File: src/rtl/ram_arb_pkg.sv
// Shared types and default sizes for the two-requester RAM arbiter with
// built-in clear sequence.
package ram_arb_pkg;
    localparam int ADDR_W_DEF = 8;
    localparam int DATA_W_DEF = 6;

    typedef enum logic {
        INIT = 1'b0,
        ARB  = 1'b1
    } state_t;
endpackage

File: src/rtl/rr_arb2.sv
// Two-way round-robin picker: a lone request is granted directly, a tie goes
// to the side named by pointer (0 = A, 1 = B).
module rr_arb2 (
    input  logic [1:0] req,
    input  logic       pointer,
    output logic [1:0] gnt
);
    always_comb begin
        gnt = 2'b00;
        if (req == 2'b11) begin
            gnt = pointer ? 2'b10 : 2'b01;
        end else begin
            gnt = req;
        end
    end
endmodule

File: src/rtl/ram_arbiter.sv
// Arbitrates two requesters onto a single-port-per-direction RAM and clears
// the whole RAM after reset or on init_req.
module ram_arbiter
    import ram_arb_pkg::*;
#(
    parameter int ADDR_W = ADDR_W_DEF,
    parameter int DATA_W = DATA_W_DEF
) (
    input  logic              clk,
    input  logic              rst,
    input  logic              a_req,
    input  logic              a_we,
    input  logic [ADDR_W-1:0] a_addr,
    input  logic [DATA_W-1:0] a_wdata,
    output logic              a_gnt,
    output logic              a_rvalid,
    input  logic              b_req,
    input  logic              b_we,
    input  logic [ADDR_W-1:0] b_addr,
    input  logic [DATA_W-1:0] b_wdata,
    output logic              b_gnt,
    output logic              b_rvalid,
    output logic [DATA_W-1:0] rdata,
    input  logic              init_req,
    output logic              init_busy,
    output logic              ram_write_en,
    output logic [ADDR_W-1:0] ram_write_addr,
    output logic [DATA_W-1:0] ram_write_data,
    output logic              ram_read_en,
    output logic [ADDR_W-1:0] ram_read_addr,
    input  logic [DATA_W-1:0] ram_read_data
);
    state_t            state, state_nxt;
    logic [ADDR_W-1:0] clr_cnt;
    logic              pointer;
    logic              arb_open;
    logic              clr_last;
    logic [1:0]        gnt;
    logic              win_we;
    logic [ADDR_W-1:0] win_addr;
    logic [DATA_W-1:0] win_wdata;

    // init_req and rst both pre-empt any request in the same cycle
    assign arb_open = !rst && (state == ARB) && !init_req;
    assign clr_last = (clr_cnt == {ADDR_W{1'b1}});

    rr_arb2 u_pick (
        .req     ({b_req, a_req} & {2{arb_open}}),
        .pointer (pointer),
        .gnt     (gnt)
    );

    assign a_gnt     = gnt[0];
    assign b_gnt     = gnt[1];
    assign win_we    = gnt[1] ? b_we    : a_we;
    assign win_addr  = gnt[1] ? b_addr  : a_addr;
    assign win_wdata = gnt[1] ? b_wdata : a_wdata;
    assign init_busy = (state == INIT);
    assign rdata     = (a_rvalid || b_rvalid) ? ram_read_data : '0;

    always_comb begin
        state_nxt = state;
        case (state)
            INIT:    if (clr_last) state_nxt = ARB;
            ARB:     if (init_req) state_nxt = INIT;
            default: state_nxt = INIT;
        endcase
    end

    always_comb begin
        ram_write_en   = 1'b0;
        ram_write_addr = '0;
        ram_write_data = '0;
        ram_read_en    = 1'b0;
        ram_read_addr  = '0;
        if (!rst) begin
            if (state == INIT) begin
                ram_write_en   = 1'b1;
                ram_write_addr = clr_cnt;
            end else if (|gnt) begin
                if (win_we) begin
                    ram_write_en   = 1'b1;
                    ram_write_addr = win_addr;
                    ram_write_data = win_wdata;
                end else begin
                    ram_read_en   = 1'b1;
                    ram_read_addr = win_addr;
                end
            end
        end
    end

    always_ff @(posedge clk) begin
        if (rst) begin
            state    <= INIT;
            clr_cnt  <= '0;
            pointer  <= 1'b0;
            a_rvalid <= 1'b0;
            b_rvalid <= 1'b0;
        end else begin
            state <= state_nxt;
            // counter idles at zero outside INIT so every INIT entry starts at 0
            clr_cnt <= (state == INIT && !clr_last) ? clr_cnt + 1'b1 : '0;
            if (|gnt) pointer <= gnt[0];
            a_rvalid <= gnt[0] && !a_we;
            b_rvalid <= gnt[1] && !b_we;
        end
    end
endmodule

File: config.mk
export PLATFORM = sky130hd
export DESIGN_NAME = ram_arbiter
export DESIGN_NICKNAME = d
export VERILOG_FILES = /design/src/rtl/ram_arb_pkg.sv /design/src/rtl/rr_arb2.sv /design/src/rtl/ram_arbiter.sv
export SDC_FILE = /design/constraint.sdc
export NUM_CORES = 1
export LEC_CHECK = 0
export CAP_MARGIN = 20
export CELL_PAD_IN_SITES_DETAIL_PLACEMENT = 0
export CELL_PAD_IN_SITES_GLOBAL_PLACEMENT = 1
export CORE_ASPECT_RATIO = 1.2
export CORE_MARGIN = 1
export CORE_UTILIZATION = 24
export DETAILED_ROUTE_END_ITERATION = 7
export PLACE_DENSITY_LB_ADDON = 0.25
export SYNTH_ARGS = -nofsm -noshare
export SYNTH_HDL_FRONTEND = slang
export SYNTH_SLANG_ARGS = --single-unit
File: constraint.sdc
create_clock -name clk -period 2.9 [get_ports clk]
set_clock_uncertainty 0.15 [all_clocks]
set_input_delay 0.58 -clock clk [delete_from_list [all_inputs] [get_ports clk]]
set_output_delay 0.58 -clock clk [all_outputs]
set_load 0.03 [all_outputs]
Word-level counts from Yosys, hierarchy flattened
Cells that the tools add are included.
{ "classes": {"n_addsub": 1, "eq_ne": 2, "n_mux": 29, "n_bitwise": 3, "n_reduce_logical": 13} }
{ "op_table": {"columns": ["op", "count"], "rows": [
  ["two-way mux 8 bit", 9],
  ["two-way mux 6 bit", 6],
  ["two-way mux 1 bit", 11],
  ["adder 8 x 1 -> 8 bit, second input constant", 1],
  ["== test 8 bit, second input constant", 1],
  ["logical AND 1 bit", 5],
  ["logical NOT 1 bit", 5],
  ["two-way mux 2 bit", 2],
  ["OR reduction 2 bit", 2],
  ["AND 2 bit", 1],
  ["== test 2 bit, second input constant", 1],
  ["inverter 1 bit", 2],
  ["case mux 1 bit (2 select lines)", 1],
  ["logical OR 1 bit", 1]
]} }
{ "totals": {"register_bits": 12, "input_bits": 41, "out_inout_bits": 35} }

Longest topological paths before layout
{ "logic_depth": {"ltp_word": 11, "depth_mapped": 6, "mapped_depth_nobuf": 4} }

By module
A second synthesis with hierarchy kept.
{ "unflattened": {"cells_unflattened": 117, "hier_area_um2": 889.6} }
{ "modules_own_cells": {"columns": ["mod", "instances", "cells_each", "area_per_inst_um2", "seq_area_each_um2"], "rows": [
  ["ram_arbiter", 1, 114, 870.8, 240.2],
  ["rr_arb2", 1, 3, 18.8, 0.0]
]} }

Worst setup path before layout
No wires, ideal clock.
{ "synth_timing": {"kind": "input to output", "start": "in rst", "end": "out ram_read_addr[0]", "t_arrival_ns": 2.320, "t_required_ns": 2.170, "slack_ns": -0.150, "cell_stages": 6, "n_path_buf": 3, "path_cell_list": "buf_6 -> or3b_1 -> buf_2 -> or4_4 -> buf_6 -> a22oi_1"} }
{ "synth_via": {"elab_chain_len": 11, "word_cells_on_any_way": 13, "classes_between": "eq/ne: 1; mux: 7; bitwise: 1; reduce/logical: 4"} }
{ "synth_rtl": {"columns": ["item", "line", "rtl"], "rows": [
  ["start, declared", "ram_arbiter.sv:10", "input logic rst,"],
  ["logical NOT 1 bit", null, null],
  ["logical AND 1 bit (2 in series)", "ram_arbiter.sv:44", "assign arb_open = !rst && (state == ARB) && !init_req;"],
  ["AND 2 bit", "ram_arbiter.sv:48", ".req ({b_req, a_req} & {2{arb_open}}),"],
  ["== test 2 bit", "rr_arb2.sv:10", "if (req == 2'b11) begin"],
  ["two-way mux 2 bit", "rr_arb2.sv:10", null],
  ["two-way mux 8 bit / two-way mux 1 bit (equally long branches)", "ram_arbiter.sv:56, ram_arbiter.sv:55", null],
  ["two-way mux 8 bit", "ram_arbiter.sv:81", "if (win_we) begin"],
  ["two-way mux 8 bit", "ram_arbiter.sv:80", "end else if (|gnt) begin"],
  ["two-way mux 8 bit", "ram_arbiter.sv:77", "if (state == INIT) begin"],
  ["two-way mux 8 bit *", "ram_arbiter.sv:76", "if (!rst) begin"],
  ["end, declared", "ram_arbiter.sv:30", "output logic [ADDR_W-1:0] ram_read_addr,"]
]} }
Mark *: on every way between the ends. The rest lies on a longest branch, timed or not.

Final worst setup path
{ "layout_timing": {"start": "in a_req", "end": "out ram_read_addr[7]"} }
{ "layout_via": {"elab_chain_len": 8, "word_cells_on_any_way": 10, "classes_between": "eq/ne: 1; mux: 7; bitwise: 1; reduce/logical: 1"} }
{ "layout_rtl": {"columns": ["item", "line", "rtl"], "rows": [
  ["start, declared", "ram_arbiter.sv:11", "input logic a_req,"],
  ["AND 2 bit *", "ram_arbiter.sv:48", null],
  ["== test 2 bit", "rr_arb2.sv:10", null],
  ["two-way mux 2 bit *", "rr_arb2.sv:10", null],
  ["two-way mux 8 bit / two-way mux 1 bit (equally long branches)", "ram_arbiter.sv:56, ram_arbiter.sv:55", null],
  ["two-way mux 8 bit", "ram_arbiter.sv:81", null],
  ["two-way mux 8 bit *", "ram_arbiter.sv:80", null],
  ["two-way mux 8 bit *", "ram_arbiter.sv:77", null],
  ["two-way mux 8 bit *", "ram_arbiter.sv:76", null]
]} }
Marks and branches as above.

==> impl_summary.txt <==
----------------------------------------------------
[Yosys]
  Cells taking the most area after synthesis ... dfxtp_1, a32oi_1, a22oi_1
  FF+latch count, synth ... 12
  Cell with the most instances after synthesis ... a32oi_1
  Top-area cell type share of the netlist area ... 20.5%
  Synthesized netlist cell count ... 162
  Synth cell types ... 30
  Synthesized netlist net count ... 204
  Average cell area after synthesis ... 7.24 um^2
  Post-Synthesis Cell Area ... 1170 um^2
  Post-synth EDFFs ... 0
  Prevailing post-synth register cell ... dfxtp_1
  Synth top cells by count ... a32oi_1, a22oi_1, clkbuf_1, nand3_1
  Share of async-settable or async-resettable flops after synthesis ... 0%
  Synthesis warning total ... 0
  Cell type contributing the most total cell area after synthesis ... dfxtp_1
  Seq/Total Area, Yosys ... 20.5%

[Route]
  Wire length reported by the detailed router ... 4830 um
  Via Count ... 1641
  Average vias per placed instance ... 5.18
  Number of detailed-routing iterations run before antenna repair ... 4
  DRC viols ... 0
  Routed wire per std cell ... 15.2 um
  Post-detailed-route count of antenna-violating nets ... 0
  Number of DRC markers after the initial detailed-route iteration ... 72

[Clocking]
  CTS sink count ... 12
  H-Tree Level Count ... 1
  CTS tree ... yes
  Bufs on Longest Clock Path ... 2
  Root Buffer ... clkbuf_8
  Skew-Pair Late Insertion Delay ... 0.24 ns
  Clk slew on worst S/H paths ... 0.06 ns
  Number of buffers created by CTS ... 3

[Layout]
  Share of final-layout standard cells stronger than drive strength 1 ... 30.5%
  Layout area overhead ... 88.7%
  Core Util, Final ... 47.8%
  Area of combinational cells with multiple inputs ... 865 um^2
  Area taken by flip-flops and latches ... 241 um^2
  Fill cell count ... 461
  # diodes ... 0
  Final instance area ... 2210 um^2
  Nets ... 302
  Final Instance Count excl. Fillers ... 317

[Timing]
  Slew Limit Fails ... 0
  Relative max-transition margin ... 55.5%
  Slew at the pin closest to its max-slew limit ... 0.661 ns
  Hold violation count in the final report ... 0
  Maximum clock frequency ... 0.350 GHz
  Fin worst setup slack ... 0.0462 ns
  Final min period ... 2.85 ns
  Final-report setup violation count ... 0
  Setup repair after global routing missed its margin ... false
  Final worst-path cycle share ... 98.4%

[Worst setup path]
  Setup crit start kind ... input port
  Slowest cell on the critical path ... or4_4
  CP most frequent cell ... buf_6
  Slowest stage delay, CP ... 0.45 ns
  WP data arrival ... 2.12 ns
  Type of the worst setup path ... in2out
  List of cells traversed by the critical path ... clkdlybuf4s50_1 -> nor2b_2 -> or4_4 -> buf_6 -> a22oi_2 -> buf_6
  Number of buffers and inverters on the critical path ... 3
  CP Max Fanout ... 3
  Critical path endpoint category ... primary output
  Data required time of the critical path ... 2.17 ns
  Family with the most delay on the worst path ... buffers and inverters

[Status]
  Run status ... finished, final reports clean

[Job]
  Max-Cap Viols ... 0

[Floorplanning]
  Top-level I/O count ... 76
  Die H ... 78.6 um
  Rows ... 27
  Area inside the core boundary ... 4630 um^2
  Initial Util ... 25.3%
  Area of the die ... 5170 um^2
  Chip width ... 65.8 um

[Placed design]
  Cells after DPL ... 309
  HPWL after detailed placement ... 3650 um
  Post-placement cell area ... 2080 um^2
  Number of port buffers ... 75
  Setup slack at placement ... -0.216 ns
  GP Congestion ... 0.789

[Global route]
  Vias in the first global route ... 1538
  Pin count of the biggest net entering global routing ... 17
  Global-route usage over all layers ... 18.5%
  Antenna violations before repair ... 0
  Global-route wire length before repair ... 7530 um
  Total overflow reported by the global router ... 0

[Power and ir drop]
  Total power after layout ... 0.493 mW
  Worst vdd ir ... 219 uV
  Static power due to leakage ... 0.851 nW
  Cell Pwr Density ... 223 nW/um^2

[Worst hold path]
  HP Class ... reg2reg

----------------------------------------------------
-- power breakdown --
part	switching, mW	internal (mW)
sequential	0.00476	0.169
combinational	0.0540	0.0796
clock	0.0660	0.120
total	0.125	0.368
-- layer usage --
metal	vias up	share of wire [%]	global-route usage, %
met5	-	0	0
met4	0	0.66	4.57
met3	4	6.9	2.76
met2	64	48	31.4
met1	750	45	23.9
li1	823	-	-
-- worst paths after layout --
| path | start | end | slack, ns | depth (start not counted) |
|---|---|---|---|---|
| worst max register to register | state | b_rvalid | 1.05 | 5 |
| worst max-delay path | a_req | ram_read_addr[7] | 0.05 | 6 |
| worst min-delay path | clr_cnt[0] | clr_cnt[0] | 0.33 | 1 |
| worst min register to register | clr_cnt[0] | clr_cnt[0] | 0.33 | 1 |
-- stage by stage --
step / TNS (ns) / hold WS [ns]
after floorplan: -1.05 / 0.291
after global placement: -2.45 / 0.306
after detailed placement: -2.85 / 0.322
after CTS: 0 / 0.335
after global routing: 0 / 0.366
final: 0 / 0.328
-- repair_timing --
| action | CTS | global route |
|---|---|---|
| pin swaps | 3 | 2 |
| setup endpoints to repair | 24 | 7 |
| resized for setup | 19 | 5 |
| setup buffers | 4 | 0 |
| hold buffers | 0 | 0 |
| endpoints found under the hold margin | 0 | 0 |
| cloned | 0 | 0 |
-- registers in the layout, summed over array words and instances (netlist names) --
name / cells
clr_cnt: 8
b_rvalid: 1
state: 1
a_rvalid: 1
pointer: 1
-- cell type report --
type                    instances  area share, %
repair buffers                109           43.0
multi-input cells             127           39.1
flip-flops and latches         12           10.9
well taps                      58           3.28
clock buffers                   4           2.49
inverters                       7           1.19
-- placed cells by master (no fill, tap or decap), types with 2 or more instances in the layout --
cell             instances
nand2b_1                 2
buf_2                    2
dfxtp_1                 11
buf_6                    5
and2_1                   8
nand2_1                 12
nand4_1                  9
buf_4                   55
nor2b_1                  7
o21ai_0                  5
a21oi_1                  5
clkbuf_8                 4
nand3_1                 13
o31ai_1                 12
nor2_1                   7
xor2_1                   2
inv_1                    6
clkdlybuf4s50_1         46
a22oi_2                  7
or3_1                    4
o311ai_0                 2
a32oi_1                 16
a22oi_1                  7
-- logic make-up after synthesis --
logic type	Yosys count	synth area share [%]
and+or+nand+nor	68	32.1
AOI/OAI and AO/OA	55	35.3
buffers and inverters	23	8.75
DFF	12	20.5
xor gates and xnor gates	3	2.24
adders and majority gates	1	1.07
Note: power is estimated with default switching activity, not from simulation.
